### src/rtl/obuf_drain_if.sv
// obuf_drain_if: narrow result stream leaving the output-buffer drain engine.
// The master (drain engine) drives beats and the slave (host/DMA) drives out_ready.
interface obuf_drain_if #(
    parameter int COL_WIDTH      = 13,
    parameter int LOG_ARRAY_SIZE = 3,
    parameter int LOG_DEPTH      = 5
);
    // A beat transfers on a rising clk edge where out_valid && out_ready. While
    // out_valid && !out_ready every payload field is held, and out_valid stays
    // high until the beat is taken (only rst can withdraw it).
    logic [4*COL_WIDTH-1:0]    out_data;
    logic [LOG_ARRAY_SIZE-1:0] out_col;
    logic [LOG_DEPTH-1:0]      out_row;
    logic                      out_last;
    logic                      out_valid;
    logic                      out_ready;

    modport master (
        output out_data, out_col, out_row, out_last, out_valid,
        input  out_ready
    );

    modport slave (
        input  out_data, out_col, out_row, out_last, out_valid,
        output out_ready
    );
endinterface

### src/rtl/obuf_drain.sv
// obuf_drain: reads output-buffer rows and streams them one column (4 psum lanes) per beat.
// Define OBUF_DRAIN_RELU_EN to clamp negative lanes to zero on out_data.
module obuf_drain #(
    parameter int ARRAY_SIZE     = 8,
    parameter int LOG_ARRAY_SIZE = 3,
    parameter int COL_WIDTH      = 10 + LOG_ARRAY_SIZE,
    parameter int LOG_DEPTH      = 5
) (
    input  logic                             clk,
    input  logic                             rst,
    input  logic                             start,
    input  logic [LOG_DEPTH:0]               num_rows,
    output logic                             read_o,
    input  logic [ARRAY_SIZE*4*COL_WIDTH-1:0] obuf_out,
    obuf_drain_if.master                     out_if,
    output logic                             busy,
    output logic                             done,
    output logic [2:0]                       dbg_state
);
    localparam int BEAT_W = 4 * COL_WIDTH;

    typedef enum logic [2:0] {
        S_IDLE = 3'd0,
        S_READ = 3'd1,
        S_CAPT = 3'd2,
        S_SEND = 3'd3,
        S_DONE = 3'd4
    } state_t;

    state_t                    state;
    state_t                    state_nxt;
    logic [LOG_DEPTH:0]        num_lat;
    logic [LOG_DEPTH-1:0]      row;
    logic [LOG_ARRAY_SIZE-1:0] col;
    logic [BEAT_W-1:0]         hold [ARRAY_SIZE];
    logic [BEAT_W-1:0]         beat_raw;
    logic                      fire;
    logic                      last_col;
    logic                      last_row;

    assign fire     = (state == S_SEND) && out_if.out_ready;
    assign last_col = (col == LOG_ARRAY_SIZE'(ARRAY_SIZE - 1));
    assign last_row = ({1'b0, row} == (num_lat - (LOG_DEPTH+1)'(1)));

    always_ff @(posedge clk) begin
        if (rst) state <= S_IDLE;
        else     state <= state_nxt;
    end

    always_comb begin
        state_nxt = state;
        case (state)
            S_IDLE:  if (start) state_nxt = (num_rows != '0) ? S_READ : S_DONE;
            S_READ:  state_nxt = S_CAPT;
            S_CAPT:  state_nxt = S_SEND;
            S_SEND:  if (fire && last_col) state_nxt = last_row ? S_DONE : S_READ;
            S_DONE:  state_nxt = S_IDLE;
            default: state_nxt = S_IDLE;
        endcase
    end

    // Row count, beat position and the captured row; obuf_out is valid in CAPT.
    always_ff @(posedge clk) begin
        if (rst) begin
            num_lat <= '0;
            row     <= '0;
            col     <= '0;
            for (int i = 0; i < ARRAY_SIZE; i++) hold[i] <= '0;
        end else begin
            if (state == S_IDLE && start && num_rows != '0) begin
                num_lat <= num_rows;
                row     <= '0;
                col     <= '0;
            end
            if (state == S_CAPT) begin
                for (int i = 0; i < ARRAY_SIZE; i++) hold[i] <= obuf_out[i*BEAT_W +: BEAT_W];
            end
            if (fire) begin
                if (last_col) begin
                    col <= '0;
                    if (!last_row) row <= row + LOG_DEPTH'(1);
                end else begin
                    col <= col + LOG_ARRAY_SIZE'(1);
                end
            end
        end
    end

    always_comb begin
        beat_raw         = hold[col];
        read_o           = (state == S_READ);
        busy             = (state != S_IDLE);
        done             = (state == S_DONE);
        dbg_state        = state;
        out_if.out_valid = (state == S_SEND);
        out_if.out_last  = (state == S_SEND) && last_col && last_row;
        out_if.out_col   = col;
        out_if.out_row   = row;
        out_if.out_data  = beat_raw;
`ifdef OBUF_DRAIN_RELU_EN
        for (int l = 0; l < 4; l++) begin
            if (beat_raw[l*COL_WIDTH + COL_WIDTH - 1]) out_if.out_data[l*COL_WIDTH +: COL_WIDTH] = '0;
        end
`else
`endif
    end
endmodule

### src/flat_wrapper.sv
// flat-port wrapper written by rule: the top's interface ports become plain ports
module obuf_drain_flat 
#(
    parameter int ARRAY_SIZE     = 8,
    parameter int LOG_ARRAY_SIZE = 3,
    parameter int COL_WIDTH      = 10 + LOG_ARRAY_SIZE,
    parameter int LOG_DEPTH      = 5
)
  (clk, rst, start, num_rows, read_o, obuf_out, busy, done, dbg_state, out_if_out_data, out_if_out_col, out_if_out_row, out_if_out_last, out_if_out_valid, out_if_out_ready);
  obuf_drain_if #(.COL_WIDTH(COL_WIDTH), .LOG_ARRAY_SIZE(LOG_ARRAY_SIZE), .LOG_DEPTH(LOG_DEPTH)) out_if_i ();
  input  logic clk;
  input  logic rst;
  input  logic start;
  input  logic [LOG_DEPTH:0] num_rows;
  output logic read_o;
  input  logic [ARRAY_SIZE*4*COL_WIDTH-1:0] obuf_out;
  output logic busy;
  output logic done;
  output logic [2:0] dbg_state;
  output wire logic [$bits(out_if_i.out_data)-1:0] out_if_out_data;
  output wire logic [$bits(out_if_i.out_col)-1:0] out_if_out_col;
  output wire logic [$bits(out_if_i.out_row)-1:0] out_if_out_row;
  output wire logic [$bits(out_if_i.out_last)-1:0] out_if_out_last;
  output wire logic [$bits(out_if_i.out_valid)-1:0] out_if_out_valid;
  input wire logic [$bits(out_if_i.out_ready)-1:0] out_if_out_ready;
  assign out_if_out_data = out_if_i.out_data;
  assign out_if_out_col = out_if_i.out_col;
  assign out_if_out_row = out_if_i.out_row;
  assign out_if_out_last = out_if_i.out_last;
  assign out_if_out_valid = out_if_i.out_valid;
  assign out_if_i.out_ready = out_if_out_ready;
  obuf_drain #(.ARRAY_SIZE(ARRAY_SIZE), .LOG_ARRAY_SIZE(LOG_ARRAY_SIZE), .COL_WIDTH(COL_WIDTH), .LOG_DEPTH(LOG_DEPTH)) u_core (.clk(clk), .rst(rst), .start(start), .num_rows(num_rows), .read_o(read_o), .obuf_out(obuf_out), .out_if(out_if_i), .busy(busy), .done(done), .dbg_state(dbg_state));
endmodule
### config.mk
export PLATFORM = sky130hd
export DESIGN_NAME = obuf_drain_flat
export DESIGN_NICKNAME = d
export VERILOG_FILES = /design/src/rtl/obuf_drain_if.sv /design/src/rtl/obuf_drain.sv /design/src/flat_wrapper.sv
export SDC_FILE = /design/constraint.sdc
export NUM_CORES = 1
export LEC_CHECK = 0
export CORE_MARGIN = 5
export CORE_UTILIZATION = 45
export CTS_CLUSTER_DIAMETER = 150
export CTS_CLUSTER_SIZE = 25
export DETAILED_ROUTE_END_ITERATION = 10
export PLACE_DENSITY_LB_ADDON = 0.15
export SYNTH_ARGS = -nofsm -noshare
export SYNTH_HDL_FRONTEND = slang
export SYNTH_SLANG_ARGS = --single-unit
### constraint.sdc
create_clock -name clk -period 11.5 [get_ports clk]
set_clock_uncertainty 0.2 [all_clocks]
set_input_delay 2.3 -clock clk [delete_from_list [all_inputs] [get_ports clk]]
set_output_delay 2.3 -clock clk [all_outputs]
set_load 0.02 [all_outputs]
### Yosys cells after proc, flatten, opt, wreduce, memory -nomap -nowiden

Memories as Yosys holds them, arrays and structs flattened. A register that Yosys moved wholly into a read port is not among the register bits.
Index checks and enable logic that the tools add are counted.

* bitwise logic cells: 8
* reductions and logical operators: 11
* magnitude comparators: 0
* divide/modulo/power cells: 0
* multiplexer cells: 27
* shifts and indexed selects: 0
* equal/unequal tests: 8
* add/subtract/negate cells: 3
* multiply operators: 0

Operators with widths (count)
* two-way mux 52 bit: 8
* two-way mux 3 bit: 9
* two-way mux 5 bit: 4
* case mux 3 bit (4 select lines): 1
* bitwise OR 1 bit: 8
* == test 3 x 2 -> 1 bit (second input constant): 2
* == test 3 bit (second input constant): 2
* == test 5 x 6 -> 1 bit: 1
* logical AND 1 bit: 6
* nonzero test 6 bit: 1
* subtractor 6 x 1 -> 6 bit (second input constant): 1
* adder 5 x 1 -> 5 bit (second input constant): 1
* two-way mux 1 bit: 5
* adder 3 x 1 -> 3 bit (second input constant): 1
* == test 3 x 1 -> 1 bit (second input constant): 1
* zero test 3 bit: 1
* nonzero test 3 bit: 1
* != test 2 x 1 -> 1 bit (second input constant): 1
* != test 2 bit (second input constant): 1
* AND reduction 2 bit: 1
* nonzero test 2 bit: 1

* logic and storage cells: 62
* memory bits (writable): 416
* output and inout bits: 68
* bits in read-only memories: 0
* input bits: 426
* register bits: 17
* memories: 1
* bits in latches: 0

Memory list
* u_core.hold: depth 8, bits a word 52, rd ports 1, clocked after memory_dff 1, wr ports 8, RTL line obuf_drain.sv:35 `logic [BEAT_W-1:0] hold [ARRAY_SIZE];`

### Longest topological paths before layout

* depth in word-level cells: 7
* gate-level depth with buffers: 7

### Worst setup path after synthesis

Ideal clock, no wire load.

* kind: input -> register
* from: in rst
* to: mem u_core.hold[0][0] (netlist bit) (enable)
* slack: -0.926 ns
* arrival: 11.445 ns
* setup time: 0.780 ns
* cell stages on the path: 4
* data required time: 10.520 ns
* path through: clkbuf_1 clkbuf_1 buf_1 a21o_1

RTL lines
* start, declared: RTL line flat_wrapper.sv:12 `input logic rst;`
* end, declared: RTL line obuf_drain.sv:35

==> out/metrics.cfg <==
[power]
netSwitchingPower_w=0.000777
irDropWorstVdd_v=0.000116
p_leak_nw=9.87
pwr-share-clk_pct=24.9
seq_power_share_pct=59.4
sw_frac_of_total_pct=23.5
intPower_w=0.00253
powerDensity_mw_per_mm2=130
power_frac_comb_pct=15.7

[routing]
drc_errors=0
drt_iter0_markers=1064
ant_nets=0
drtPass1Iterations=5
wire_per_inst_um=23.6
vias_per_cell=5.49
totalWireLength_um=53200
vias=12368

[setup_path]
path_cells=buf_4 > mux4_2 > mux2_2 > clkdlybuf4s50_1
regToRegEndpoint=u_core.hold[4][35]
worstReg2RegStart=u_core.dbg_state[2]
startpoint_type=flip-flop
endpoint_kind=output port
cp_data_arrival_time_ps=3600
critPathTopFamily=buffers and inverters
r2r_slack_ps=8040
slowest_delay_ps=910
slowest_stage=dfxtp_4
worst-path-buf-inv=2
cp.required_ps=9000
cp_max_fo=54
r2r_cells=4
worstSetupPathType=reg2out

[yosys]
async_flop_share_pct=0
synthTopCellsByArea=edfxtp_1 (64%), mux4_2 (12%), and3_1 (10%)
avgSynthCellArea_um2=15.8
yosys_warnings=0
synthFlopType=edfxtp_1
synth_commonest_cells=edfxtp_1 (416), and3_1 (313), nor2b_1 (106)
synth-seq-cells=436
synth.distinct_cells=49
synth_compound_area_share_pct=1.13
yosys.area_share.simple_pct=15.1
synth_top_cell_by_area=edfxtp_1
netlist_area_mm2=0.0196
synthMuxAreaShare_pct=15.0
syn_inst=1237
yosys.area.top_type_share_pct=63.7
synthMostInstantiatedCell=edfxtp_1
synth_fp_nets=1667
synth_fa_ha_area_share_pct=0.255
yosys.area_share.xor_xnor_pct=0.268
synth_top_family_by_area=simple AND/OR/NAND/NOR gates
synth-edff-count=416
ys_seq_area_share_pct=65.8

[final_layout]
n_fill_cell=3353
regArea_mm2=0.0129
drive_above_1_share_pct=12.2
fin_cells=2252
syn_to_final_growth_pct=30.3
nNetsFinal=2076
multi_input_area_mm2=0.00624

[sta]
whs_ps=295
max_freq_mhz=164
period_minus_slack_ps=6100
hold_viol=0
relSlewSlack_pct=15.7
slew_violations=0
rsz0062_at_grt=false
setup_viol=0
finalSetupTns_ps=0
tightest_slew_ps=1260
min_period_over_period_pct=53.1

[floorplan]
initial_utilization_pct=45.5
die_area_mm2=0.0478
die_x_um=219
pin_count=494
rows=76
die_h_um=219
core_mm2=0.0431

[global_route]
grt_use_total_pct=21.4
use_met1_pct=29.7
grt_max_degree=178
grt_pass1_wl_um=78100
grt_use_met3_pct=4.53
antenna_found_initial=17
top_usage_layer=met2
use_met2_pct=35.1
grt_pass1_vias=12721
grt-ovfl-total=0

[cts]
htreeDepth=1
numCtsBuffers=21
worstSkewPairLatency_ps=540
root_buffer=clkbuf_16
ctsHoldBuffers=0
post_cts_buffers=0
cts.clk_slew.worst_paths_ps=90
cts_max_path_buffers=3
clkSinkCount=436
tritoncts=yes
cts_resized=0

[hold_path]
hp-start=u_core.num_lat[1]
min_to=u_core.num_lat[1]
hold_depth=2
hold_path.class=reg2reg

[placed_design]
port_buffers=493
gp_congestion=0.822
dp.cells=2208
dp_hpwl_um=35900

[outcome]
status=completed

[flow_run]
cap_violations=0

==> cells in the final DEF, fill, tap and decap left out, drive strengths merged, types with 3 or more instances in the layout <==
master and count:
mux4 104, dfxtp 20, clkdlybuf4s50 492, or4 3
and3 313, nand2 17, inv 5, nand3 9
nand2b 4, nor3 8, clkbuf 28, o221ai 3
nor2b 106, nor2 10, a21oi 10, diode 15
buf 12, nor4 3, edfxtp 416, xnor2 4
ha 4, mux2 52
==> power groups by stage <==
stage	sequential [W]	combinational [W]	clock (W)
5_1_grt	0.00198	0.000556	0.000904
3_5_place_dp	0.00200	0.000522	0
2_1_floorplan	0.00200	0.000271	0
3_3_place_gp	0.00200	0.000516	0
4_1_cts	0.00197	0.000524	0.000852
6_report	0.00197	0.000519	0.000825
==> per-stage QoR <==
step | power (W) | cell area (µm²) | setup WS, ps | util, %
finish | 0.00331 | 25500 | 5400 | 59.3
global route | 0.00344 | 25500 | 5210 | 59.3
CTS | 0.00334 | 25500 | 5320 | 59.2
detailed placement | 0.00252 | 24900 | 5870 | 57.9
global placement | 0.00251 | 24900 | 5880 | 57.9
floorplan | 0.00227 | 19600 | 2750 | -
==> layout make-up <==
type	count	area share [%]
flip-flops and latches	436	50.5
repair buffers	504	19.7
multi-input cells	679	24.4
well taps	585	2.87
clock buffers	28	2.16
inverters	4	0.0588
diodes	15	0.147
clock inverters	1	0.0637
==> worst min-delay path: cells and delay by family, from the launching register on <==
| kind | cells | cell delay (ps) |
|---|---|---|
| compound gates | 1 | 50 |
| simple gates | 1 | 60 |
| flops | 1 | 340 |
==> logic make-up after synthesis <==
| group | Yosys count |
|---|---|
| buffers and inverters | 122 |
| AND/OR/NAND/NOR | 483 |
| adder cells (fa/ha/maj) | 4 |
| XOR/XNOR | 6 |
| AO/OA/AOI/OAI | 29 |
| flip-flops | 436 |
| multiplexers | 157 |
==> metal layers <==
metal  vias to the layer above  part of all wire (%)
li1                       5632                     -
met1                      6277                    41
met2                       400                    50
met3                        53                   7.1
met4                         6                   2.2
met5                         -                 0.071
==> how the worst max path moves through the flow <==
stage               from             endpoint  slack, ps  cells after the start
6_report       flip-flop  out_if_out_data[40]       5400                      4
5_1_grt        flip-flop  out_if_out_data[44]       5210                      4
4_1_cts        flip-flop  out_if_out_data[26]       5320                      4
3_5_place_dp         rst   u_core.hold[5][36]       5870                      5
3_3_place_gp         rst    u_core.hold[1][2]       5880                      5
2_1_floorplan        rst    u_core.hold[0][0]       2750                      4
==> registers in the layout, indices dropped and copies added, names as in the netlist, named ones only <==
name,count
u_core.dbg_state,3
u_core.hold,416
u_core.out_if.out_row,5
u_core.out_if.out_col,3
u_core.num_lat,6
Power figures use the tool's default switching activity.
